==> src/rtl/pw_serial_tx.sv <==
// Serial password transmitter: start bit, 16 code bits LSB first, even parity, stop bit.
// Every output is a register; each bit is held for BIT_TICKS cycles of clk_slow.
module pw_serial_tx #(
  parameter int BIT_TICKS = 4
) (
  input  logic        clk_slow,
  input  logic        master_rst,
  input  logic        send,
  input  logic [15:0] code,
  output logic        tx,
  output logic        busy,
  output logic        done,
  output logic [1:0]  digit_idx
);

  typedef enum logic [2:0] {
    IDLE   = 3'd0,
    START  = 3'd1,
    DATA   = 3'd2,
    PARITY = 3'd3,
    STOP   = 3'd4
  } state_t;

  localparam logic [7:0] LAST_TICK = 8'(BIT_TICKS - 1);

  state_t      state_q, state_d;
  logic [7:0]  tick_q, tick_d;
  logic [3:0]  bit_q, bit_d;
  logic [15:0] code_q, code_d;
  logic        tx_q, tx_d;
  logic        busy_q, busy_d;
  logic        done_q, done_d;
  logic [1:0]  digit_q, digit_d;

  logic        bit_end;
  logic [3:0]  bit_nxt;

  assign bit_end = (tick_q == LAST_TICK);
  assign bit_nxt = bit_q + 4'd1;

  always_ff @(posedge clk_slow or negedge master_rst) begin
    if (!master_rst) begin
      state_q <= IDLE;
      tick_q  <= 8'd0;
      bit_q   <= 4'd0;
      code_q  <= 16'd0;
      tx_q    <= 1'b1;
      busy_q  <= 1'b0;
      done_q  <= 1'b0;
      digit_q <= 2'd0;
    end else begin
      state_q <= state_d;
      tick_q  <= tick_d;
      bit_q   <= bit_d;
      code_q  <= code_d;
      tx_q    <= tx_d;
      busy_q  <= busy_d;
      done_q  <= done_d;
      digit_q <= digit_d;
    end
  end

  // Outputs are computed one cycle ahead so that they change together with the state.
  always_comb begin
    state_d = state_q;
    tick_d  = tick_q;
    bit_d   = bit_q;
    code_d  = code_q;
    tx_d    = tx_q;
    busy_d  = busy_q;
    done_d  = 1'b0;
    digit_d = digit_q;

    if (state_q != IDLE) begin
      tick_d = bit_end ? 8'd0 : tick_q + 8'd1;
    end

    case (state_q)
      IDLE: begin
        tx_d    = 1'b1;
        busy_d  = 1'b0;
        digit_d = 2'd0;
        tick_d  = 8'd0;
        bit_d   = 4'd0;
        if (send) begin
          code_d  = code;
          state_d = START;
          tx_d    = 1'b0;
          busy_d  = 1'b1;
        end
      end

      START: begin
        if (bit_end) begin
          state_d = DATA;
          bit_d   = 4'd0;
          tx_d    = code_q[0];
          digit_d = 2'd0;
        end
      end

      DATA: begin
        if (bit_end) begin
          if (bit_q == 4'd15) begin
            state_d = PARITY;
            tx_d    = ^code_q;
            digit_d = 2'd0;
          end else begin
            bit_d   = bit_nxt;
            tx_d    = code_q[bit_nxt];
            digit_d = bit_nxt[3:2];
          end
        end
      end

      PARITY: begin
        if (bit_end) begin
          state_d = STOP;
          tx_d    = 1'b1;
        end
      end

      STOP: begin
        if (bit_end) begin
          // The done cycle is a normal IDLE cycle, so a held send restarts on its edge.
          state_d = IDLE;
          tx_d    = 1'b1;
          busy_d  = 1'b0;
          done_d  = 1'b1;
          bit_d   = 4'd0;
        end
      end

      default: begin
        state_d = IDLE;
        tx_d    = 1'b1;
        busy_d  = 1'b0;
        digit_d = 2'd0;
      end
    endcase
  end

  assign tx        = tx_q;
  assign busy      = busy_q;
  assign done      = done_q;
  assign digit_idx = digit_q;

endmodule

==> config.mk <==
export PLATFORM = sky130hd
export DESIGN_NAME = pw_serial_tx
export DESIGN_NICKNAME = d
export VERILOG_FILES = /design/src/rtl/pw_serial_tx.sv
export SDC_FILE = /design/constraint.sdc
export NUM_CORES = 1
export LEC_CHECK = 0
export CAP_MARGIN = 20
export CORE_MARGIN = 2
export CORE_UTILIZATION = 59
export DETAILED_ROUTE_END_ITERATION = 7
export PLACE_DENSITY = 0.85
export SLEW_MARGIN = 10
export SYNTH_ARGS = -nofsm -noshare
export SYNTH_HDL_FRONTEND = slang
export SYNTH_SLANG_ARGS = --single-unit
export TNS_END_PERCENT = 1
==> constraint.sdc <==
create_clock -name clk_slow -period 3.6 [get_ports clk_slow]
set_clock_uncertainty 0.1 [all_clocks]
set_input_delay 0.72 -clock clk_slow [delete_from_list [all_inputs] [get_ports clk_slow]]
set_output_delay 0.72 -clock clk_slow [all_outputs]
set_load 0.01 [all_outputs]
==> metrics.cfg <==
[worst_setup_path]
regToRegEndpoint=tx
r2r_slack_ps=1120
cp_max_fo=7
worst_setup_path_start_kind=register
cp_cell_sequence=ha_1, xor2_2, mux4_1, mux2_2, a21oi_1, o41ai_2
cp-end-kind=register
slowest_stage=mux4_1
reg2regPathDepth=6
worstSetupPathType=reg2reg
slowest_delay_ps=610
r2r-start=bit_q[0]
cp.arrival_ps=2650
cp.required_ps=3780

[floorplanning]
die_w_um=60.89
ios=24
core_um2=3078
die_y_um=60.89
start_util=0.6203
rows=20
die_area_um2=3707

[timing]
grt_setup_unrepaired=false
period_needed_ps=2475
finalCritPeriodShare=0.6876
finalHoldWorstSlack_ps=417.6
setup_tns_ps=0
tightestPinTransition_ps=830.3
finalSetupViolCount=0
slew_headroom=0.4417
hold_viol_final=0
worst_slack_ps=1125
fmax_mhz=404.0
final_max_slew_viol_count=0

[worst_hold_path]
hold_path.class=reg2reg
hold_end=digit_idx[1]
hold_start=digit_idx[1]
worstHoldPathCells=2

[synthesis]
synth_ff_type=dfrtp_1
synth_edf_count=0
syn-cell-area_um2=1909
synth-seq-area-share=0.4725
yosysTopAreaCellShare=0.4587
synth.avg_cell_area_um2=12.01
synth-async-reset-ratio=1.000
synth_area_leaders=dfrtp_1 46%, mux2_2 8.3%, xnor2_1 7.3%
yosys.area.top_type=dfrtp_1
synth_warnings=0
synth-seq-cells=36
ys_types=42
syn_inst=159
syn_nets=180

[final_layout]
num-nets-final=208
most-common-layout-cells=35 x dfrtp_1, 23 x clkdlybuf4s50_1, 16 x xnor2_1, 15 x nor2_1, 14 x mux2_2
layout-drive-gt1-share=0.1551
diodes=0
area_growth_pct=18.28
utilization=0.7337
final_common_cell=dfrtp_1

[pwr]
p_switching_w=0.0006751
cellPowerDensity_nw_per_um2=819.9
power.leakage_nw=0.9245
p_int_w=0.001177
fin_total_pwr_w=0.001852
ir_drop_v=0.0004525
p_clk_frac=0.128
power_frac_comb=0.475
pwr-share-seq=0.397
netSwitchingFraction=0.3646

[global_routing]
grt_pass1_wl_mm=5.754
grt_util_all_layers=0.2195
antenna_found_initial=0
first_global_vias=1258
grt_max_degree=37
grt_overflow=0

[clock_tree]
cts_setup_buffers=0
root_buffer=clkbuf_4
clock-sinks=36
cts_tree=yes
h-tree-depth=2
clk_transition_reported_paths_ps=100
clock_latency_ps=340
cts-resized-gates=0
cts.path.max_buffers=2
cts_hold_buf=0
numCtsBuffers=5

[drt]
ant_nets=0
via_per_inst=5.662
drt_iter0_drc=66
via_count=1308
avgRoutedWirePerCell_um=14.93
drc=0
firstDrtPassIters=4
wl_mm=3.449

[place]
gp_congestion=0.8042
post-place-ws_ps=1119
portBuffers=23
dp.final_hpwl_mm=2.588

[status]
status=finished clean

[run]
cap_viol_max_count=0

## worst max path at each step
stage               startpoint  endpoint  slack, ps  cells after the start
finish                bit_q[0]        tx       1120                      6
global route          bit_q[0]        tx       1020                      6
CTS                   bit_q[0]        tx       1100                      6
detailed placement    bit_q[0]        tx       1120                      6
global placement      bit_q[0]        tx       1270                      6
floorplan             bit_q[0]        tx       1370                      6
## cells in the mapped netlist (4+ instances only)
cell	count
dfrtp_1	35
xor2_1	7
mux2_1	4
nand2_1	6
xnor2_1	16
inv_1	4
nand3_1	8
nor2_1	15
mux2_2	14
## metal layers
layer  track usage  share of wire  routed length, um  up-vias
li1              -              -                  -      625
met1        0.2883           0.45               1549      639
met2        0.3395           0.48               1655       37
met3       0.06823          0.052                179        7
met4       0.09006          0.019                 65        0
met5             0              0                  0        -
## worst max-delay path, delay by kind of cell (launching register included)
family	cells	cell delay [ps]
muxes	2	890
DFF	1	500
adders and majority gates	1	310
xor gates and xnor gates	1	340
AOI/OAI and AO/OA	2	280
## logic make-up after synthesis
| group | Yosys count | share of synthesized area |
|---|---|---|
| xor gates and xnor gates | 25 | 0.1284 |
| buffers and inverters | 8 | 0.01638 |
| and+or+nand+nor | 41 | 0.1075 |
| muxes | 24 | 0.1697 |
| adders and majority gates | 3 | 0.01835 |
| AOI/OAI and AO/OA | 22 | 0.08717 |
| DFF | 36 | 0.4725 |
## through the flow
step           instance area, um2  instances
2_1_floorplan                1909        159
4_1_cts                      2258        231
3_5_place_dp                 2193        224
5_1_grt                      2258        231
6_report                     2258        231
3_3_place_gp                 2193        224
## layout make-up
cell class | instances | area (um2)
clock buffer | 7 | 65.06
tap | 44 | 55.05
fill | 231 | 819.5
inverter | 4 | 15.01
timing repair buffer | 25 | 245.2
sequential | 36 | 902.1
multi-input combinational | 115 | 975.9
## state kept, by name, indices dropped and copies added, names as in the netlist
register and flops:
code_q 16, tick_q 8, bit_q 4, state_q 3
digit_idx 2, busy 1, done 1, tx 1
## power by group through the flow
stage | combinational (W) | sequential, W | clock [W]
finish | 0.000879 | 0.000735 | 0.000237
global route | 0.000957 | 0.000763 | 0.000265
CTS | 0.000892 | 0.000735 | 0.000242
detailed placement | 0.000887 | 0.000744 | 0
global placement | 0.000853 | 0.000735 | 0
floorplan | 0.000761 | 0.000671 | 0
No activity file was read; power rests on OpenSTA's default activity.
